[config.mk]
export PLATFORM = sky130hd
export DESIGN_NAME = xor_selftest_ctrl_flat
export DESIGN_NICKNAME = d
export VERILOG_FILES = /design/src/rtl/xor_selftest_ctrl_if.sv /design/src/rtl/xor_selftest_ctrl.sv /design/src/flat_wrapper.sv
export SDC_FILE = /design/constraint.sdc
export NUM_CORES = 1
export LEC_CHECK = 0
export BUFFER_PORTS_ARGS = -buffer_cell sky130_fd_sc_hd__buf_2
export CORE_UTILIZATION = 37
export CTS_BUF_LIST = sky130_fd_sc_hd__clkbuf_8 sky130_fd_sc_hd__clkbuf_16
export DETAILED_ROUTE_END_ITERATION = 16
export PLACE_DENSITY_LB_ADDON = 0.1
export SETUP_SLACK_MARGIN = 0.3
export SYNTH_ARGS = -nofsm -noshare
export SYNTH_HDL_FRONTEND = slang
export SYNTH_SLANG_ARGS = --single-unit
[constraint.sdc]
create_clock -name clk -period 2.1 [get_ports clk]
set_input_delay 0.105 -clock clk [delete_from_list [all_inputs] [get_ports clk]]
set_output_delay 0.105 -clock clk [all_outputs]
set_load 0.1 [all_outputs]
[src/rtl/xor_selftest_ctrl_if.sv]
// Handshake/status bundle between the XOR self-test controller, the gate
// under test and the top-level test logic.
interface xor_selftest_ctrl_if #(
  parameter int ERR_W = 3
) ();
  logic             start;
  logic             xor_out;
  logic             xor_a;
  logic             xor_b;
  logic             busy;
  logic             done;
  logic             pass;
  logic [ERR_W-1:0] err_cnt;
  logic [3:0]       fail_vec;

  // master: test/status logic plus the gate output; slave: the controller
  modport master (
    output start, xor_out,
    input  xor_a, xor_b, busy, done, pass, err_cnt, fail_vec
  );

  modport slave (
    input  start, xor_out,
    output xor_a, xor_b, busy, done, pass, err_cnt, fail_vec
  );
endinterface

[src/rtl/xor_selftest_ctrl.sv]
// Self-test sequencer for an external 2-input XOR gate: walks a/b through
// 00,01,10,11, samples the gate on the last hold cycle and reports results.
module xor_selftest_ctrl #(
  parameter int HOLD_CYCLES = 2,
  parameter int ERR_W       = 3
) (
  input  logic               clk,
  input  logic               rst_n,
  xor_selftest_ctrl_if.slave bus
);

  typedef enum logic [1:0] {IDLE, APPLY, DONE} state_t;

  localparam logic [7:0] HOLD_LAST = 8'(HOLD_CYCLES - 1);

  state_t           state, state_next;
  logic [1:0]       idx, idx_next;
  logic [7:0]       hold_cnt, hold_next;
  logic [ERR_W-1:0] err_cnt, err_next;
  logic [3:0]       fail_vec, fail_next;
  logic             pass, pass_next;
  logic             busy, busy_next;
  logic             done, done_next;
  logic             xa, xa_next;
  logic             xb, xb_next;
  logic             last_hold;
  logic             mismatch;

  assign last_hold = (hold_cnt == HOLD_LAST);
  assign mismatch  = (bus.xor_out != (idx[1] ^ idx[0]));

  always_ff @(posedge clk or negedge rst_n) begin
    if (!rst_n) begin
      state    <= IDLE;
      idx      <= '0;
      hold_cnt <= '0;
      err_cnt  <= '0;
      fail_vec <= '0;
      pass     <= 1'b0;
      busy     <= 1'b0;
      done     <= 1'b0;
      xa       <= 1'b0;
      xb       <= 1'b0;
    end else begin
      state    <= state_next;
      idx      <= idx_next;
      hold_cnt <= hold_next;
      err_cnt  <= err_next;
      fail_vec <= fail_next;
      pass     <= pass_next;
      busy     <= busy_next;
      done     <= done_next;
      xa       <= xa_next;
      xb       <= xb_next;
    end
  end

  always_comb begin
    state_next = state;
    idx_next   = idx;
    hold_next  = hold_cnt;
    err_next   = err_cnt;
    fail_next  = fail_vec;
    case (state)
      IDLE: begin
        if (bus.start) begin
          state_next = APPLY;
          idx_next   = '0;
          hold_next  = '0;
          err_next   = '0;
          fail_next  = '0;
        end
      end
      APPLY: begin
        if (last_hold) begin
          if (mismatch) begin
            fail_next[idx] = 1'b1;
            if (err_cnt != '1)
              err_next = err_cnt + 1'b1;
          end
          hold_next = '0;
          if (idx == 2'd3) begin
            state_next = DONE;
            idx_next   = '0;
          end else begin
            idx_next = idx + 1'b1;
          end
        end else begin
          hold_next = hold_cnt + 1'b1;
        end
      end
      DONE:    state_next = IDLE;
      default: state_next = IDLE;
    endcase
  end

  // Outputs are computed from the next state so the registered copies line
  // up cycle-for-cycle with the state register.
  always_comb begin
    busy_next = (state_next == APPLY);
    done_next = (state_next == DONE);
    xa_next   = busy_next & idx_next[1];
    xb_next   = busy_next & idx_next[0];
    pass_next = pass;
    if (state == IDLE && bus.start)
      pass_next = 1'b0;
    if (state_next == DONE)
      pass_next = (fail_next == 4'b0000);
  end

  assign bus.xor_a    = xa;
  assign bus.xor_b    = xb;
  assign bus.busy     = busy;
  assign bus.done     = done;
  assign bus.pass     = pass;
  assign bus.err_cnt  = err_cnt;
  assign bus.fail_vec = fail_vec;

endmodule

[src/flat_wrapper.sv]
// flat-port wrapper written by rule: the top's interface ports become plain ports
module xor_selftest_ctrl_flat 
#(
  parameter int HOLD_CYCLES = 2,
  parameter int ERR_W       = 3
)
  (clk, rst_n, bus_start, bus_xor_out, bus_xor_a, bus_xor_b, bus_busy, bus_done, bus_pass, bus_err_cnt, bus_fail_vec);
  xor_selftest_ctrl_if #(.ERR_W(ERR_W)) bus_i ();
  input  logic clk;
  input  logic rst_n;
  input wire logic [$bits(bus_i.start)-1:0] bus_start;
  input wire logic [$bits(bus_i.xor_out)-1:0] bus_xor_out;
  output wire logic [$bits(bus_i.xor_a)-1:0] bus_xor_a;
  output wire logic [$bits(bus_i.xor_b)-1:0] bus_xor_b;
  output wire logic [$bits(bus_i.busy)-1:0] bus_busy;
  output wire logic [$bits(bus_i.done)-1:0] bus_done;
  output wire logic [$bits(bus_i.pass)-1:0] bus_pass;
  output wire logic [$bits(bus_i.err_cnt)-1:0] bus_err_cnt;
  output wire logic [$bits(bus_i.fail_vec)-1:0] bus_fail_vec;
  assign bus_i.start = bus_start;
  assign bus_i.xor_out = bus_xor_out;
  assign bus_xor_a = bus_i.xor_a;
  assign bus_xor_b = bus_i.xor_b;
  assign bus_busy = bus_i.busy;
  assign bus_done = bus_i.done;
  assign bus_pass = bus_i.pass;
  assign bus_err_cnt = bus_i.err_cnt;
  assign bus_fail_vec = bus_i.fail_vec;
  xor_selftest_ctrl #(.HOLD_CYCLES(HOLD_CYCLES), .ERR_W(ERR_W)) u_core (.clk(clk), .rst_n(rst_n), .bus(bus_i));
endmodule
==> results of run 1 <==
## sequential cells by signal (all words and copies together) (netlist names)
register,cells
u_core.bus.busy,1
u_core.bus.fail_vec,4
u_core.bus.pass,1
u_core.bus.done,1
u_core.state,2
u_core.hold_cnt,8
u_core.bus.xor_b,1
u_core.idx,2
u_core.bus.err_cnt,3
u_core.bus.xor_a,1
## cells in the mapped netlist (2+ instances only)
cell,number
sky130_fd_sc_hd__a21oi_1,7
sky130_fd_sc_hd__a22o_1,2
sky130_fd_sc_hd__a31oi_1,3
sky130_fd_sc_hd__and2_1,3
sky130_fd_sc_hd__and3_1,2
sky130_fd_sc_hd__and4_1,2
sky130_fd_sc_hd__clkbuf_1,3
sky130_fd_sc_hd__dfrtp_1,24
sky130_fd_sc_hd__ha_1,8
sky130_fd_sc_hd__inv_1,5
sky130_fd_sc_hd__nand2_1,13
sky130_fd_sc_hd__nand2b_1,2
sky130_fd_sc_hd__nand3_1,6
sky130_fd_sc_hd__nor2_1,7
sky130_fd_sc_hd__nor2b_1,2
sky130_fd_sc_hd__o211ai_1,6
sky130_fd_sc_hd__o21ai_0,8
sky130_fd_sc_hd__o21ai_1,4
sky130_fd_sc_hd__o22ai_1,2
sky130_fd_sc_hd__or3_1,2
sky130_fd_sc_hd__xor2_1,3
## per-stage QoR
step	area [µm²]	hold slack, ns	std cells	setup WS [ns]
detailed placement	1380	0.124	183	0.315
floorplan	1250	-0.191	126	0.310
global route	1510	0.324	193	0.294
global placement	1380	0.118	183	0.309
finish	1510	0.297	193	0.408
CTS	1460	0.289	188	0.333
## final timing paths
path | startpoint | endpoint | cells past startpoint
setup / recovery | u_core.idx[0]$_DFF_PN0_ | u_core.bus.err_cnt[0]$_DFFE_PN0P_ | 6
hold / removal | bus_start | u_core.bus.fail_vec[2]$_DFF_PN0_ | 4
setup reg to reg | u_core.idx[0]$_DFF_PN0_ | u_core.bus.err_cnt[0]$_DFFE_PN0P_ | 6
hold reg to reg | u_core.bus.fail_vec[2]$_DFF_PN0_ | u_core.bus.fail_vec[2]$_DFF_PN0_ | 2
max in group asynchronous | rst_n | u_core.bus.err_cnt[1]$_DFFE_PN0P_ | 2
min in group asynchronous | rst_n | u_core.bus.pass$_DFFE_PN0P_ | 2
## what timing repair did
| action | in CTS | in global routing |
|---|---|---|
| hold endpoints to repair | 24 | 0 |
| setup endpoints to repair | 1 | 10 |
| hold buffers | 1 | 0 |
| gates resized for setup | 1 | 2 |
| pin swaps | 0 | 2 |
| buffers inserted | 0 | 5 |
## cell type report
type,count,area [µm²],share of cell area
multi-input combinational,93,628,0.415
inverter,5,18.8,0.0124
timing repair buffer,23,138,0.0909
tap,44,55.1,0.0364
sequential,24,603,0.398
clock buffer,3,41.3,0.0273
clock inverter,1,30.0,0.0198
## cell usage in the layout (no fill, tap or decap), drive strengths merged
cell type,synthesis,routed
and4,2,2
ha,8,8
dfrtp,24,24
nor2,7,7
dlygate4sd3,0,1
nand4,2,2
o21ai,12,12
and3,2,2
a21boi,1,1
buf,1,22
nor3,1,1
o211ai,6,6
clkbuf,3,3
nand3,6,6
and2,3,3
o311ai,1,1
o22ai,2,2
a31oi,3,3
bufinv,0,1
a22o,2,2
nand2,13,13
a21o,1,1
nor2b,2,2
xor2,3,3
a21oi,7,7
nor3b,1,1
or3,2,2
inv,5,5
a211oi,1,1
nor4,2,2
or2,1,1
nand2b,2,2
## logic make-up (layout without fill, tap and decap cells)
group / after synthesis / count (layout) / synth area share
simple gates: 46 / 46 / 0.210
compound gates: 36 / 36 / 0.177
flops: 24 / 24 / 0.483
buf+inv: 9 / 32 / 0.0282
fa+ha+maj: 8 / 8 / 0.0805
xor+xnor: 3 / 3 / 0.0211
## worst max-delay path: stages, from the launching register on
cell	delay, ns
sky130_fd_sc_hd__dfrtp_1	0.38
sky130_fd_sc_hd__inv_1	0.10
sky130_fd_sc_hd__ha_1	0.36
sky130_fd_sc_hd__xor2_2	0.31
sky130_fd_sc_hd__nand4_4	0.18
sky130_fd_sc_hd__o211ai_1	0.12
sky130_fd_sc_hd__o311ai_1	0.12
## routing by layer
metal | up-vias | global-route usage | wire [µm] | part of all wire
li1 | 500 | - | - | -
met1 | 498 | 0.207 | 1180 | 0.46
met2 | 17 | 0.284 | 1300 | 0.50
met3 | 4 | 0.0411 | 75 | 0.029
met4 | 0 | 0.0498 | 29 | 0.011
met5 | - | 0 | 0 | 0
==> metrics, run 1 <==
highest achievable clock rate=~600 MHz; DRC violation count after routing=0; max capacitance violation total=0; Slew headroom=0.646; clk_skew=0.00378 ns; PortBufs=15; area share of the leading cell type in the synthesized netlist=0.483; final weighted congestion in routability-driven placement=0.764; first-pass detailed-route iteration total=4; async set or reset register ratio after synthesis=1.00; most instantiated flip-flop cell in the synthesis netlist=sky130_fd_sc_hd__dfrtp_1; Mapped Cells=around 130; number of buffers inserted during clock tree synthesis=3; net count reported at finish=approximately 160; initial antenna violation count=0; fraction of final layout cells sized beyond drive strength 1=0.228; Yosys top cell by area=sky130_fd_sc_hd__dfrtp_1; post-DR wirelength/cell=around 13 µm; Initial Util=0.398; CTS H-tree lvls=1; WP data arrival=~1.8 ns; Register-to-Register Setup Slack=between 0.4 and 0.5 ns; floorplan core area=0.00313 mm²; combined area of all synthesized cells=0.00124 mm²; period utilization=0.806; number of enable flip-flop cells after synthesis=0; CP Launch Type=register; post-synth cell types=33; final HPWL from detailed placement=1.81 mm; maximum fanout along the worst path=6; maximum root-to-sink buffer count=2; portion of the post-synthesis area used by sequential elements=0.483; detailed-route via count=around 1000; cell types occupying the most area after synthesis=sky130_fd_sc_hd__dfrtp_1 (48%), sky130_fd_sc_hd__ha_1 (8.0%), sky130_fd_sc_hd__nand2_1 (3.9%); Worst EP required=between 2 and 2.5 ns; total nets after synthesis=between 100 and 150; aggregate routed wire length=roughly 2.6 mm; Total Die Area=roughly 0.0036 mm²; clock latency on the worst-skew pair=roughly 0.27 ns; Fin. Hold Viols=0; number of routed nets with antenna violations=0; path type of the worst min-delay path=input port to register; Final Max Slew Viols=0; FP Rows=20; total I/O pin count=16; root buf cell=sky130_fd_sc_hd__clkbuf_8; number of warnings issued by yosys=0; transition time at the pin with the least slew margin=around 0.53 ns; mean area per synthesized cell=between 9 and 10 µm²; die height=approximately 60 µm; Filler Cells Inserted=just over 300; antenna cell count=0; startpoint-to-endpoint class of the critical path=register to register; final worst path period need=1.69 ns; vias in the first global route=~950; number of register bits inferred by synthesis=24; accumulated negative setup slack=0 ns; RSZ-0062 raised after global routing=false; Worst setup EP type=register; outcome=complete, no violations; first-pass GRT wire length=around 4.4 mm; area overhead of the layout relative to synthesis=21.7%; final count of negative-setup-slack endpoints=0; final global-route overflow total=0; CTS clock-pin slew for the worst setup and hold paths=about 0.080 ns; post-detailed-route via-to-cell ratio=roughly 5.3; total track usage=0.167; Die Width=approximately 60 µm; CTS tree=yes; Iter 0 DRT Violations=21; maximum number of pins on one net before global-route repair=25; final core area utilization=0.484; clock sink total=24
Power of run 1 is left out: the tool's default activity adds up to more than one toggle a clock period on the data nets, which glitch-free logic cannot reach.
==> run 2, diff against run 1 <==
Clock period 2.1 ns to 1.72 ns, I/O delays scaled along.
==> metrics, run 2 (synthesis gave the netlist of run 1 again) <==
final global-route overflow total=0 (unchanged); first-pass GRT wire length=5.00 mm (+15%); antenna cell count=0 (unchanged); number of buffers inserted during clock tree synthesis=3 (unchanged); floorplan core area=0.00313 mm² (unchanged); Die Width=60.0 µm (unchanged); period utilization=0.914 (+0.108); total power consumption of the routed design=3.59 mW; CTS H-tree lvls=1 (unchanged); root buf cell=sky130_fd_sc_hd__clkbuf_8; vias in the first global route=1104 (+16%); Slew headroom=0.641 (-0.00561); total I/O pin count=16 (unchanged); CP Launch Type=register; max capacitance violation total=0 (unchanged); Total Die Area=0.00360 mm² (unchanged); maximum root-to-sink buffer count=2 (unchanged); RSZ-0062 raised after global routing=true; CTS tree=yes; final HPWL from detailed placement=1.93 mm (+6.7%); WP data arrival=1.70 ns (-0.13 ns); aggregate routed wire length=3.08 mm (+19%); Lkg Pwr=approximately 0.8 nW; PortBufs=15 (unchanged); worst ir drop on vdd=slightly below 0.9 mV; path type of the worst min-delay path=input port to register; final worst path period need=1.57 ns (-0.120 ns); final count of negative-setup-slack endpoints=0 (unchanged); final weighted congestion in routability-driven placement=0.747 (-2.2%); post-detailed-route via-to-cell ratio=5.27 (-0.24%); outcome=complete, no violations; die height=60.0 µm (unchanged); fraction of final layout cells sized beyond drive strength 1=0.438 (+0.210); area of combinational cells with multiple inputs=773 µm² (+23%); GR Layer Usage met3=0.0260 (-0.0152); post-DR wirelength/cell=14.9 µm (+11%); FP Rows=20 (unchanged); area overhead of the layout relative to synthesis=44.1%; largest registers=u_core.hold_cnt x8, u_core.bus.fail_vec x4, u_core.bus.err_cnt x3; detailed-route via count=1085 (+6.5%); transition time at the pin with the least slew margin=0.539 ns (+0.00841 ns); number of routed nets with antenna violations=0 (unchanged); Final Max Slew Viols=0 (unchanged); initial antenna violation count=0 (unchanged); Filler Cells Inserted=279 (-9.1%); Setup Slack @ Placement=0.0549 ns (-0.260 ns); number of flip-flops under the largest register name=8 (unchanged); Fin. Hold Viols=0 (unchanged); maximum number of pins on one net before global-route repair=25 (unchanged); Worst Slack Setup Final=0.148 ns (-0.260 ns); global routing met2 resource utilization=0.313 (+0.0286); startpoint-to-endpoint class of the critical path=register to register; maximum fanout along the worst path=6 (unchanged); GR met1 Demand/Resource=0.248 (+0.0408); Design Area, Final=0.00179 mm² (+18%); total track usage=0.188 (+0.0211); Worst EP required=1.85 ns (-0.39 ns); clock latency on the worst-skew pair=0.26 ns (about the same); first-pass detailed-route iteration total=4 (unchanged); clk_skew=0.00650 ns (+0.00271 ns); Worst setup EP type=register; net count reported at finish=175 (+8.0%); global routing's busiest layer=met2; highest achievable clock rate=636 MHz (+7.6%); highest-count cells in the layout ignoring fill and taps=sky130_fd_sc_hd__dfrtp_1 (19), sky130_fd_sc_hd__buf_2 (15), sky130_fd_sc_hd__nand2_1 (13), sky130_fd_sc_hd__buf_4 (13); accumulated negative setup slack=0 ns (unchanged); power density normalized to cell area=~2000 mW/mm²; DRC violation count after routing=0 (unchanged); clock sink total=24 (unchanged); Post-Place Cell Area=0.00145 mm² (+5.4%); most common cell after layout, fill and taps aside=sky130_fd_sc_hd__dfrtp_1; Initial Util=0.398 (unchanged); Iter 0 DRT Violations=53 (+150%); Register Area=612 µm² (+1.5%); CTS clock-pin slew for the worst setup and hold paths=0.09 ns (about the same); largest register by flop count=u_core.hold_cnt
## run 2: changes by cell type in the layout (fill, tap and decap cells not counted), moves of 3 or more
cell	before	now
sky130_fd_sc_hd__buf_4	7	13
sky130_fd_sc_hd__buf_6	0	7
sky130_fd_sc_hd__dfrtp_1	22	19
sky130_fd_sc_hd__ha_1	8	3
sky130_fd_sc_hd__ha_4	0	5
sky130_fd_sc_hd__o21ai_0	8	3
sky130_fd_sc_hd__o21ai_2	0	4
## run 2: routing by layer
metal  share of wire  wire length, µm  up-vias
met5               0                0        -
met4          0.0055               17        0
met3           0.025               76        2
met2            0.52             1600       21
met1            0.45             1390      535
li1                -                -      527
## run 2: worst paths after layout
kind,from,to,slack (ns),cells after the start
worst max register to register,u_core.hold_cnt[1]$_DFFE_PN0P_,u_core.bus.err_cnt[0]$_DFFE_PN0P_,0.15,7
max in group asynchronous,rst_n,u_core.bus.err_cnt[0]$_DFFE_PN0P_,0.99,2
worst min register to register,u_core.bus.fail_vec[3]$_DFF_PN0_,u_core.bus.fail_vec[3]$_DFF_PN0_,0.54,2
worst max-delay path,u_core.hold_cnt[1]$_DFFE_PN0P_,u_core.bus.err_cnt[0]$_DFFE_PN0P_,0.15,7
min in group asynchronous,rst_n,u_core.bus.done$_DFF_PN0_,0.33,2
worst min-delay path,bus_start,u_core.bus.fail_vec[3]$_DFF_PN0_,0.27,4
## run 2: stage by stage
stage                     instances   util  hold slack [ns]
after detailed placement        185  0.463            0.103
after global routing            206  0.573            0.290
after global placement          185  0.463           0.0941
after CTS                       202  0.536            0.260
final                           206  0.573            0.273
after floorplan                 126      -           -0.210
## run 2: worst max-delay path, stage by stage, from the launching register on
cell and delay (ns):
sky130_fd_sc_hd__dfrtp_1 0.39, sky130_fd_sc_hd__inv_2 0.08, sky130_fd_sc_hd__ha_4 0.11, sky130_fd_sc_hd__nor3b_4 0.27, sky130_fd_sc_hd__buf_4 0.17, sky130_fd_sc_hd__nand4_4 0.13
sky130_fd_sc_hd__o211ai_1 0.15, sky130_fd_sc_hd__o311ai_2 0.14
## run 2: repair_timing
item / CTS / global route
buffers inserted: 12 / 4
resized for setup: 13 / 23
hold buffers: 1 / 0
endpoints found under the hold margin: 24 / 0
setup endpoints to repair: 24 / 24
pin swaps: 5 / 6
cloned: 0 / 0
## run 2: final cells by class
cell class	count	share of cell area
Sequential cell	24	0.341
Clock buffer	3	0.0230
Tap cell	44	0.0307
Timing Repair Buffer	36	0.146
Inverter	5	0.0105
Clock inverter	1	0.0168
Multi-Input combinational cell	93	0.432
## run 2: report_power, final
group	switching, mW	internal (mW)
clock network	0.181	0.311
logic	1.43	0.738
registers	0.180	0.752
Note: power is estimated with default switching activity, not from simulation.
==> run 3, diff against run 2 <==
==> constraint.sdc (replaced) <==
create_clock -name clk -period 1.72 [get_ports clk]
set_input_delay 0.344 -clock clk [delete_from_list [all_inputs] [get_ports clk]]
set_output_delay 0.344 -clock clk [all_outputs]
set_load 0.1 [all_outputs]
==> metrics, run 3 (synthesis gave the netlist of run 1 again) <==
final count of negative-setup-slack endpoints=0 (unchanged); Initial Util=0.398 (unchanged); switching power=1.81 mW (+0.76%); part of the total power dissipated in the clock network=0.136 (about the same); maximum root-to-sink buffer count=2 (unchanged); highest-count cells in the layout ignoring fill and taps=sky130_fd_sc_hd__buf_4 (20), sky130_fd_sc_hd__dfrtp_1 (19), sky130_fd_sc_hd__nand2_1 (13); max capacitance violation total=0 (unchanged); antenna cell count=0 (unchanged); initial antenna violation count=0 (unchanged); power density normalized to cell area=2020 mW/mm² (+0.86%); worst path cell trace=inv_2, ha_4, nor3b_4, buf_4, nand4_4, o211ai_1, o311ai_2; detailed-route via count=1093 (+0.74%); final weighted congestion in routability-driven placement=0.747 (unchanged); largest registers=u_core.hold_cnt x8, u_core.bus.fail_vec x4, u_core.bus.err_cnt x3; die height=60.0 µm (unchanged); number of routed nets with antenna violations=0 (unchanged); first-pass detailed-route iteration total=4 (unchanged); net count reported at finish=175 (unchanged); clock latency on the worst-skew pair=0.27 ns (about the same); post-detailed-route via-to-cell ratio=5.31 (+0.74%); total internal power=1.85 mW (+2.9%); clock sink total=24 (unchanged); final-layout worst hold slack=0.0452 ns (-0.228 ns); Sequential Power Share=0.255 (-0.004); Design Area, Final=0.00181 mm² (+0.98%); number of buffers inserted during clock tree synthesis=3 (unchanged); area overhead of the layout relative to synthesis=45.5%; floorplan core area=0.00313 mm² (unchanged); Final Max Slew Viols=0 (unchanged); CP peak stage delay=0.40 ns (about the same); CTS H-tree lvls=1 (unchanged); largest register by flop count=u_core.hold_cnt; Iter 0 DRT Violations=53 (unchanged); final global-route overflow total=0 (unchanged); WP data arrival=1.73 ns (+0.03 ns); CP Launch Type=register; Die Width=60.0 µm (unchanged); startpoint-to-endpoint class of the critical path=register to register; cell with the biggest individual delay on the critical path=sky130_fd_sc_hd__dfrtp_1; switching part of the total power=0.494 (-0.00532); outcome=complete, no violations; total track usage=0.188 (about the same); vias in the first global route=1099 (-0.45%); Total Die Area=0.00360 mm² (unchanged); accumulated negative setup slack=0 ns (unchanged); most common cell after layout, fill and taps aside=sky130_fd_sc_hd__buf_4; Worst EP required=1.85 ns (about the same); CTS tree=yes; Lkg Pwr=0.803 nW (about the same); transition time at the pin with the least slew margin=0.529 ns (-0.0106 ns); period utilization=0.925 (+0.0113); cts hold-fix bufs=0 (-1); fraction of final layout cells sized beyond drive strength 1=0.444 (+0.00617); FP Rows=20 (unchanged); total I/O pin count=16 (unchanged); final HPWL from detailed placement=1.93 mm (unchanged); Post-Place Cell Area=0.00145 mm² (unchanged); worst path bufs/invs=2 (unchanged); RSZ-0062 raised after global routing=true; worst ir drop on vdd=0.881 mV (about the same); maximum number of pins on one net before global-route repair=25 (unchanged); root buf cell=sky130_fd_sc_hd__clkbuf_8; first-pass GRT wire length=4.99 mm (-0.14%); share of power burned in combinational logic=0.609 (+0.005); post-DR wirelength/cell=15.1 µm (+1.2%); DRC violation count after routing=0 (unchanged); final worst path period need=1.59 ns (+0.0194 ns); path type of the worst min-delay path=input port to async pin; PortBufs=15 (unchanged); Slew headroom=0.648 (+0.00707); Fin. Hold Viols=0 (unchanged); CTS clock-pin slew for the worst setup and hold paths=0.09 ns (about the same); Worst setup EP type=register; number of flip-flops under the largest register name=8 (unchanged); maximum fanout along the worst path=6 (unchanged); aggregate routed wire length=3.12 mm (+1.2%); highest achievable clock rate=628 MHz (-1.2%); cell family with most CP delay=simple AND/OR/NAND/NOR gates; clk_skew=0.00614 ns (-0.000362 ns)
## run 3: changes by cell type in the layout (fill, tap and decap cells not counted)
cell                            previous run  this run
sky130_fd_sc_hd__clkbuf_4                  0         2
sky130_fd_sc_hd__buf_2                    15         7
sky130_fd_sc_hd__buf_4                    13        20
sky130_fd_sc_hd__dlygate4sd3_1             1         0
## run 3: power groups by stage
stage / clock network (mW) / logic [mW] / registers [mW]
after floorplan: 0 / 0.669 / 1.63
after global placement: 0 / 1.70 / 0.934
after detailed placement: 0 / 1.71 / 0.941
after CTS: 0.508 / 2.04 / 0.924
after global routing: 0.535 / 2.39 / 0.961
final: 0.497 / 2.23 / 0.935
## run 3: stage by stage
stage               setup WS (ns)  instances  power [mW]  utilization
global route               0.0235        206        3.88        0.578
global placement           0.0226        185        2.64        0.463
finish                      0.128        206        3.66        0.578
floorplan                  0.0963        126        2.30            -
detailed placement         0.0549        185        2.65        0.463
CTS                         0.181        201        3.47        0.538
## run 3: worst register-to-register path: cells and delay by family (launching register included)
kind,cells,cell delay (ns)
AND/OR/NAND/NOR,2,0.41
flip-flops,1,0.40
AO/OA/AOI/OAI,2,0.29
buffers and inverters,2,0.26
adder cells (fa/ha/maj),1,0.11
## run 3: worst paths after layout
check                                               endpoint  slack (ns)                        startpoint  depth (start not counted)
hold reg to reg             u_core.bus.fail_vec[3]$_DFF_PN0_        0.54  u_core.bus.fail_vec[3]$_DFF_PN0_                          2
max in group asynchronous  u_core.bus.err_cnt[0]$_DFFE_PN0P_        1.28                             rst_n                          1
hold / removal                     u_core.bus.done$_DFF_PN0_        0.05                             rst_n                          1
setup / recovery           u_core.bus.err_cnt[0]$_DFFE_PN0P_        0.13    u_core.hold_cnt[1]$_DFFE_PN0P_                          7
setup reg to reg           u_core.bus.err_cnt[0]$_DFFE_PN0P_        0.13    u_core.hold_cnt[1]$_DFFE_PN0P_                          7
min in group clk            u_core.bus.fail_vec[3]$_DFF_PN0_        0.52                         bus_start                          4
## run 3: cell type report
type                            instances  area [µm²]
Timing Repair Buffer                   36         279
Multi-Input combinational cell         93         773
Inverter                                5        18.8
Fill cell                             276        1320
Clock buffer                            3        41.3
Tap cell                               44        55.1
Sequential cell                        24         612
Clock inverter                          1        30.0
## run 3: what timing repair did
| action | 4_1_cts | 5_1_grt |
|---|---|---|
| setup endpoints to repair | 30 | 26 |
| cloned | 0 | 0 |
| pin swaps | 5 | 7 |
| resized for setup | 19 | 25 |
| buffers inserted | 12 | 5 |
| endpoints found under the hold margin | 0 | 0 |
## run 3: routing by layer
| layer | GRT usage | up-vias | wire [µm] |
|---|---|---|---|
| met1 | 0.251 | 547 | 1410 |
| met2 | 0.310 | 19 | 1620 |
| met5 | 0 | - | 0 |
| met4 | 0.0664 | 0 | 17 |
| met3 | 0.0260 | 2 | 74 |
| li1 | - | 525 | - |
